`src/rtl/sipo_deser_pkg.sv`:
```
// Shared types and helpers for the sipo_deser serial-to-parallel deserialiser.
package sipo_deser_pkg;

    typedef enum logic [1:0] {
        IDLE   = 2'd0,
        SHIFT  = 2'd1,
        PARITY = 2'd2
    } state_e;

    localparam logic ORDER_LSB = 1'b0;
    localparam logic ORDER_MSB = 1'b1;

    // bit_count must hold up to WIDTH (the parity-bit slot), so size for WIDTH+2 codes.
    function automatic int unsigned cnt_w(input int unsigned width);
        return $clog2(width + 2);
    endfunction

endpackage

```
`src/rtl/sipo_word_buf.sv`:
```
// One-entry valid/ready holding register; a load into an occupied, unpopped entry is dropped and flagged.
module sipo_word_buf #(
    parameter int unsigned WIDTH = 8
) (
    input  logic             clk,
    input  logic             rst_n,
    input  logic             load_i,
    input  logic [WIDTH-1:0] data_i,
    input  logic             err_i,
    input  logic             ready_i,
    output logic [WIDTH-1:0] data_o,
    output logic             valid_o,
    output logic             err_o,
    output logic             overrun_o
);

    logic [WIDTH-1:0] data_q, data_d;
    logic             valid_q, valid_d;
    logic             err_q, err_d;
    logic             ovr_q, ovr_d;
    logic             pop_c;
    logic             accept_c;

    // A pop in the same cycle frees the slot, giving back-to-back transfers without a bubble.
    always_comb begin
        pop_c    = valid_q & ready_i;
        accept_c = load_i & (~valid_q | pop_c);
        data_d   = data_q;
        err_d    = err_q;
        valid_d  = valid_q & ~pop_c;
        ovr_d    = load_i & ~accept_c;
        if (accept_c) begin
            data_d  = data_i;
            err_d   = err_i;
            valid_d = 1'b1;
        end else if (pop_c) begin
            err_d = 1'b0;
        end
    end

    always_ff @(posedge clk or negedge rst_n) begin
        if (!rst_n) begin
            data_q  <= '0;
            valid_q <= 1'b0;
            err_q   <= 1'b0;
            ovr_q   <= 1'b0;
        end else begin
            data_q  <= data_d;
            valid_q <= valid_d;
            err_q   <= err_d;
            ovr_q   <= ovr_d;
        end
    end

    assign data_o    = data_q;
    assign valid_o   = valid_q;
    assign err_o     = err_q;
    assign overrun_o = ovr_q;

endmodule

```
`src/rtl/sipo_deser.sv`:
```
// Strobe-qualified serial-to-parallel deserialiser with selectable bit order and a one-word output buffer.
// Define PARITY_CHECK_EN to append a parity bit to each frame and report parity_err.
module sipo_deser
    import sipo_deser_pkg::*;
#(
    parameter int unsigned WIDTH      = 8,
    parameter bit          ODD_PARITY = 1'b0
) (
    input  logic                           clk,
    input  logic                           rst_n,
    input  logic                           bit_en,
    input  logic                           serial_in,
    input  logic                           msb_first,
    input  logic                           clr,
    output logic [WIDTH-1:0]               word_out,
    output logic                           word_valid,
    input  logic                           word_ready,
    output logic                           overrun,
    output logic [cnt_w(WIDTH)-1:0]        bit_count,
    output logic                           parity_err
);

    localparam int unsigned     CW       = cnt_w(WIDTH);
    localparam logic [CW-1:0]   LAST_CNT = CW'(WIDTH - 1);

    state_e           state_q, state_d;
    logic [WIDTH-1:0] shreg_q, shreg_d;
    logic [CW-1:0]    cnt_q, cnt_d;
    logic             order_q, order_d;
    logic             order_c;
    logic [WIDTH-1:0] shifted_c;
    logic             load_c;
    logic [WIDTH-1:0] load_word_c;
    logic             load_err_c;

    // Frame order comes from msb_first only on the first bit; afterwards the latched order rules.
    always_comb begin
        order_c   = (state_q == IDLE) ? msb_first : order_q;
        shifted_c = (order_c == ORDER_MSB) ? {shreg_q[WIDTH-2:0], serial_in}
                                           : {serial_in, shreg_q[WIDTH-1:1]};
    end

    always_comb begin
        state_d     = state_q;
        shreg_d     = shreg_q;
        cnt_d       = cnt_q;
        order_d     = order_q;
        load_c      = 1'b0;
        load_word_c = shifted_c;
        load_err_c  = 1'b0;
        if (clr) begin
            state_d = IDLE;
            shreg_d = '0;
            cnt_d   = '0;
        end else if (bit_en) begin
            unique case (state_q)
                IDLE, SHIFT: begin
                    order_d = order_c;
                    shreg_d = shifted_c;
                    if (cnt_q == LAST_CNT) begin
`ifdef PARITY_CHECK_EN
                        state_d = PARITY;
                        cnt_d   = cnt_q + CW'(1);
`else
                        state_d = IDLE;
                        cnt_d   = '0;
                        load_c  = 1'b1;
`endif
                    end else begin
                        state_d = SHIFT;
                        cnt_d   = cnt_q + CW'(1);
                    end
                end
`ifdef PARITY_CHECK_EN
                PARITY: begin
                    state_d     = IDLE;
                    cnt_d       = '0;
                    load_c      = 1'b1;
                    load_word_c = shreg_q;
                    load_err_c  = ((^shreg_q) ^ serial_in) != ODD_PARITY;
                end
`endif
                default: begin
                    state_d = IDLE;
                    cnt_d   = '0;
                end
            endcase
        end
    end

    always_ff @(posedge clk or negedge rst_n) begin
        if (!rst_n) begin
            state_q <= IDLE;
            shreg_q <= '0;
            cnt_q   <= '0;
            order_q <= ORDER_LSB;
        end else begin
            state_q <= state_d;
            shreg_q <= shreg_d;
            cnt_q   <= cnt_d;
            order_q <= order_d;
        end
    end

`ifndef PARITY_CHECK_EN
    logic unused_odd_c;
    assign unused_odd_c = ODD_PARITY;
`endif

    sipo_word_buf #(
        .WIDTH (WIDTH)
    ) u_buf (
        .clk       (clk),
        .rst_n     (rst_n),
        .load_i    (load_c),
        .data_i    (load_word_c),
        .err_i     (load_err_c),
        .ready_i   (word_ready),
        .data_o    (word_out),
        .valid_o   (word_valid),
        .err_o     (parity_err),
        .overrun_o (overrun)
    );

    assign bit_count = cnt_q;

endmodule

```
`config.mk`:
```
export PLATFORM = sky130hd
export DESIGN_NAME = sipo_deser
export DESIGN_NICKNAME = d
export VERILOG_FILES = /design/src/rtl/sipo_deser_pkg.sv /design/src/rtl/sipo_word_buf.sv /design/src/rtl/sipo_deser.sv
export SDC_FILE = /design/constraint.sdc
export NUM_CORES = 1
export LEC_CHECK = 0
export BUFFER_PORTS_ARGS = -buffer_cell sky130_fd_sc_hd__buf_2
export CAP_MARGIN = 20
export CELL_PAD_IN_SITES_DETAIL_PLACEMENT = 0
export CELL_PAD_IN_SITES_GLOBAL_PLACEMENT = 1
export CORE_MARGIN = 3
export CORE_UTILIZATION = 45
export CTS_CLUSTER_DIAMETER = 60
export DETAILED_ROUTE_END_ITERATION = 12
export PLACE_DENSITY_LB_ADDON = 0.1
export SLEW_MARGIN = 40
export SYNTH_ARGS = -nofsm -noshare
export SYNTH_HDL_FRONTEND = slang
export SYNTH_SLANG_ARGS = --single-unit
```
`constraint.sdc`:
```
create_clock -name clk -period 5.21 [get_ports clk]
set_clock_uncertainty 0.2 [all_clocks]
set_input_delay 0.7815 -clock clk [delete_from_list [all_inputs] [get_ports clk]]
set_output_delay 0.7815 -clock clk [all_outputs]
set_load 0.05 [all_outputs]
```
Word-level counts from Yosys, hierarchy flattened
Cells that the tools add are included.
W data, S select, Z words.
{"block": "classes", "add_sub_neg": 1, "eq_ne": 2, "muxes": 20, "n_bitwise": 9, "reduce_logical": 7}
{"operator": "$mux W8", "n": 4}
{"operator": "$mux W4", "n": 4}
{"operator": "$mux W1", "n": 9}
{"operator": "$mux W2", "n": 3}
{"operator": "$reduce_bool A2 Y1", "n": 3}
{"operator": "$add A4 B1 Y4 const B", "n": 1}
{"operator": "$and A1 B1 Y1", "n": 4}
{"operator": "$eq A4 B3 Y1 const B", "n": 1}
{"operator": "$not A1 Y1", "n": 4}
{"operator": "$reduce_and A3 Y1", "n": 1}
{"operator": "$eq A2 B1 Y1 const B", "n": 1}
{"operator": "$logic_not A2 Y1", "n": 1}
{"operator": "$reduce_and A2 Y1", "n": 1}
{"operator": "$reduce_or A2 Y1", "n": 1}
{"operator": "$or A1 B1 Y1", "n": 1}
{"block": "totals", "ff_bits": 26, "inputBits": 7, "out_inout_bits": 15, "wordCells": 47}

Longest topological paths before layout
{"block": "depth", "depth_word": 8, "ltp_mapped": 5, "depth_no_buf": 4}

By module
Synthesis repeated with hierarchy kept, for this count alone.
{"block": "unflattened", "hier_cells": 99, "area_unflattened_um2": 1178.6}
{"module": "sipo_deser", "instances": 1, "cells_per_inst": 71, "area_each_um2": 749.5, "seq_area_each_um2": 350.3}
{"module": "sipo_word_buf", "instances": 1, "cells_per_inst": 28, "area_each_um2": 429.2, "seq_area_each_um2": 275.3}

Worst setup path before layout
OpenSTA, ideal clock, no wires.
{"block": "synth_path", "path_kind": "reg2reg", "start": "reg cnt_q[0], in the netlist bit_count[0]", "end": "reg u_buf.data_q[0], in the netlist u_buf.data_o[0]", "setup_ns": 0.125, "arrival_ns": 1.779, "t_required_ns": 4.885, "slack_ns": 3.106, "path_stages_with_launch": 6, "path_buffers": 1, "period_less_slack_ns": 2.104, "cell_sequence": "dfrtp_1 -> ha_1 -> and3b_1 -> and3b_1 -> buf_2 -> mux2_4"}
{"block": "synth_via", "elab_chain_cells": 6}
{"element": "start, declared", "line_no": "sipo_deser.sv:28", "text": "logic [CW-1:0] cnt_q, cnt_d;"}
{"element": "start signal, assigned", "line_no": "sipo_deser.sv:100", "text": "cnt_q <= cnt_d;"}
{"element": "$eq A4 B3 Y1", "line_no": "sipo_deser.sv:60", "text": "if (cnt_q == LAST_CNT) begin"}
{"element": "$mux W1", "line_no": "sipo_deser.sv:60"}
{"element": "$mux W1", "line_no": "sipo_deser.sv:56", "text": "unique case (state_q)"}
{"element": "$mux W1", "line_no": "sipo_deser.sv:55", "text": "end else if (bit_en) begin"}
{"element": "$mux W1", "line_no": "sipo_deser.sv:51", "text": "if (clr) begin"}
{"element": "$and A1 B1 Y1", "line_no": "sipo_word_buf.sv:27", "text": "accept_c = load_i & (~valid_q | pop_c);"}
{"element": "end signal, assigned", "line_no": "sipo_word_buf.sv:48", "text": "data_q <= data_d;"}
{"element": "end, declared", "line_no": "sipo_word_buf.sv:17", "text": "logic [WIDTH-1:0] data_q, data_d;"}
Every way passes these cells.
A chain may end at the register's enable or synchronous reset.

Worst setup path after layout
{"block": "layout_path", "start": "in bit_en", "end": "reg u_buf.data_q[4], in the netlist u_buf.data_o[4]"}
{"block": "layout_via", "elab_chain_cells": 3}
{"element": "start, declared", "line_no": "sipo_deser.sv:11", "text": "input logic bit_en,"}
{"element": "$mux W1", "line_no": "sipo_deser.sv:55"}
{"element": "$mux W1", "line_no": "sipo_deser.sv:51"}
{"element": "$and A1 B1 Y1", "line_no": "sipo_word_buf.sv:27"}
Every way passes these cells.

==> results.py <==
metrics = {
    "clock_network": {
        "cts_tree": "built",
        "root_buffer": "clkbuf_4",
        "cts_hold_buffers": 0,
        "post_cts_resized": 0,
        "clk_latency_ns": 0.32,
        "cts.sinks": 24,
        "postCtsSetupRepairBufs": 0,
        "h-tree-depth": 1,
        "path_clk_slew_ns": 0.13,
        "numCtsBuffers": 3,
        "ctsLongestPathBuffers": 2,
    },
    "logic_synthesis": {
        "synth_nets": 104,
        "synth_seq_cells": 24,
        "synth_area_um2": 1130,
        "synthCells": 96,
        "yosysSeqAreaShare_pct": 53.2,
        "yosys_warnings": 0,
        "yosys.cell_types.count": 22,
        "avgSynthCellArea_um2": 11.8,
    },
    "floorplan": {
        "io_pins": 22,
        "dieArea_um2": 3140,
        "core-area_um2": 2300,
        "fp.dieH_um": 56.1,
        "die_w_um": 56.1,
        "core.rowCount": 17,
        "start_util_pct": 49.1,
    },
    "sta": {
        "rsz0062_at_grt": "false",
        "final_max_slew_viol_count": 0,
        "setup_tns_ns": 0,
        "min_period_ns": 2.08,
        "relSlewSlack_pct": 65.0,
        "max_freq_mhz": 481,
        "fin_crit_sh_pct": 39.9,
        "tightest_slew_ns": 0.525,
        "hold_violations": 0,
        "setup_viol": 0,
    },
    "grt": {
        "grt_util_all_layers_pct": 14.1,
        "antenna_found_initial": 0,
        "grt_max_degree": 25,
        "grt_overflow": 0,
        "grt_pass1_wl_mm": 3.50,
        "first_global_vias": 749,
    },
    "detailed_routing": {
        "drc": 0,
        "wl_per_cell_um": 13.8,
        "drt_iter0_drc": 5,
        "vias_per_cell": 5.05,
        "finalWirelength_mm": 1.97,
        "vias": 722,
        "antenna_left": 0,
        "dr.pass1.iters": 4,
    },
    "critical_path": {
        "critical_path.max_fanout": 18,
        "arrival_ns": 2.09,
        "cp_slowest_cell": "and3b_1",
        "r2r_setup_slack_ns": 3.19,
        "cp_num_buf_inv": 1,
        "cp-end-kind": "flip-flop",
        "crit_chain": "buf_2 -> nand2b_1 -> and3b_1 -> mux2_4",
        "cp.required_ns": 5.22,
        "path_class": "in2reg",
        "critPathMaxStageDelay_ns": 0.55,
        "crit_family": "simple AND/OR/NAND/NOR gates",
        "startpoint_type": "input port",
    },
    "power_and_ir_drop": {
        "ir_drop_mv": 0.170,
        "power_leakage_nw": 0.666,
        "power.density_nw_per_um2": 272,
        "swShare_pct": 26.2,
        "p_seq_share_pct": 57.7,
        "p_clk_share_pct": 28.4,
        "p_int_uw": 256,
        "switchingPower_uw": 91.0,
        "combPwrFrac_pct": 13.9,
    },
    "run": {
        "drv_cap": 0,
    },
    "final_layout": {
        "layout-drive-gt1-share_pct": 30.4,
        "synthToLayoutAreaGrowth_pct": 13.0,
        "finalInstanceArea_um2": 1270,
        "final_net_count": 124,
        "n_antenna_cell": 0,
    },
    "placed_design": {
        "io_buffers": 20,
        "placed_area_um2": 1240,
        "routabilityCongestion": 0.714,
        "dp_hpwl_mm": 1.41,
    },
    "run_status": {
        "status": "finished, final reports clean",
    },
    "worst_hold_path": {
        "hp-class": "in2async",
    },
}
-- flip-flops by register name, indices dropped and copies added (netlist names) --
signal           count
state_q              1
order_q              1
shreg_q              8
u_buf.valid_o        1
u_buf.overrun_o      1
u_buf.data_o         8
bit_count            4
-- final cells by class --
| cell class | instances | area, um^2 |
|---|---|---|
| Timing Repair Buffer | 20 | 100 |
| Fill cell | 199 | 1020 |
| Clock buffer | 4 | 36.3 |
| Multi-Input combinational cell | 63 | 488 |
| Sequential cell | 24 | 601 |
| Inverter | 4 | 15.0 |
| Tap cell | 28 | 35.0 |
-- synth_stat cells --
cell	instances	share of area (%)
clkbuf_1	1	0.33
or3_1	2	1.1
o21ai_0	1	0.44
inv_1	4	1.3
mux2_4	10	13
nand2b_1	3	1.7
buf_1	1	0.33
buf_2	2	0.89
nor2_1	17	5.7
o21a_1	5	3.3
and3b_1	2	1.6
mux2i_1	7	6.2
ha_1	1	1.1
dfrtp_1	24	53
nand2_1	5	1.7
a21oi_1	2	0.89
a211oi_1	4	2.7
nand4_1	1	0.55
buf_4	1	0.67
mux2i_4	1	2.0
conb_1	1	0.33
xor2_1	1	0.78
-- worst paths after layout --
path                            cells past startpoint         endpoint       startpoint
worst max-delay path                                4  u_buf.data_o[4]           bit_en
worst min-delay path                                1  u_buf.overrun_o            rst_n
worst max register to register                      4  u_buf.data_o[4]     bit_count[0]
worst min register to register                      1  u_buf.data_o[4]  u_buf.data_o[4]
max in group asynchronous                           1     bit_count[2]            rst_n
min in group clk                                    1  u_buf.data_o[4]  u_buf.data_o[4]
-- metrics by stage --
| step | util (%) | hold WS [ns] | cells | power (mW) | setup slack (ns) |
|---|---|---|---|---|---|
| after floorplan | - | 0.286 | 96 | 0.240 | 3.11 |
| after global placement | 53.9 | 0.294 | 139 | 0.252 | 2.79 |
| after detailed placement | 53.9 | 0.293 | 139 | 0.253 | 2.76 |
| after CTS | 55.5 | 0.229 | 143 | 0.352 | 3.12 |
| after global routing | 55.5 | 0.235 | 143 | 0.365 | 3.05 |
| final | 55.5 | 0.216 | 143 | 0.347 | 3.13 |
-- layer usage --
metal | share of wire, % | track usage [%] | vias to the layer above
li1 | - | - | 359
met1 | 47 | 18.6 | 339
met2 | 46 | 21.4 | 20
met3 | 6.1 | 5.34 | 4
met4 | 1.3 | 4.07 | 0
met5 | 0 | 0 | -
-- power by group through the flow --
stage	logic [mW]	clock network (mW)	registers (mW)
after floorplan	0.0326	0	0.207
after global placement	0.0484	0	0.204
after detailed placement	0.0489	0	0.204
after CTS	0.0491	0.103	0.200
after global routing	0.0535	0.110	0.202
final	0.0483	0.0985	0.201
-- layout by cell type, fill, tap and decap left out, types with 2 or more instances in the layout --
cell | synthesis | final
inv_1 | 4 | 4
mux2_4 | 10 | 10
mux2i_1 | 7 | 7
o21a_1 | 5 | 5
a211oi_1 | 4 | 4
clkbuf_4 | 0 | 3
or3_1 | 2 | 2
nor2_1 | 17 | 17
nand2_1 | 5 | 5
dfrtp_1 | 24 | 24
buf_2 | 2 | 20
and3b_1 | 2 | 2
a21oi_1 | 2 | 2
nand2b_1 | 3 | 3
-- kinds of logic (layout without fill, tap and decap cells) --
logic type                 after synthesis  after routing  share of synthesized area [%]
DFF                                     24             24                           53.2
AOI/OAI and AO/OA                       12             12                           7.32
and+or+nand+nor                         30             30                           12.2
xor gates and xnor gates                 1              1                          0.776
buffers and inverters                    9             28                           3.55
adders and majority gates                1              1                           1.11
muxes                                   18             18                           21.5
other                                    1              1                          0.332
No activity file was read; power rests on OpenSTA's default activity.
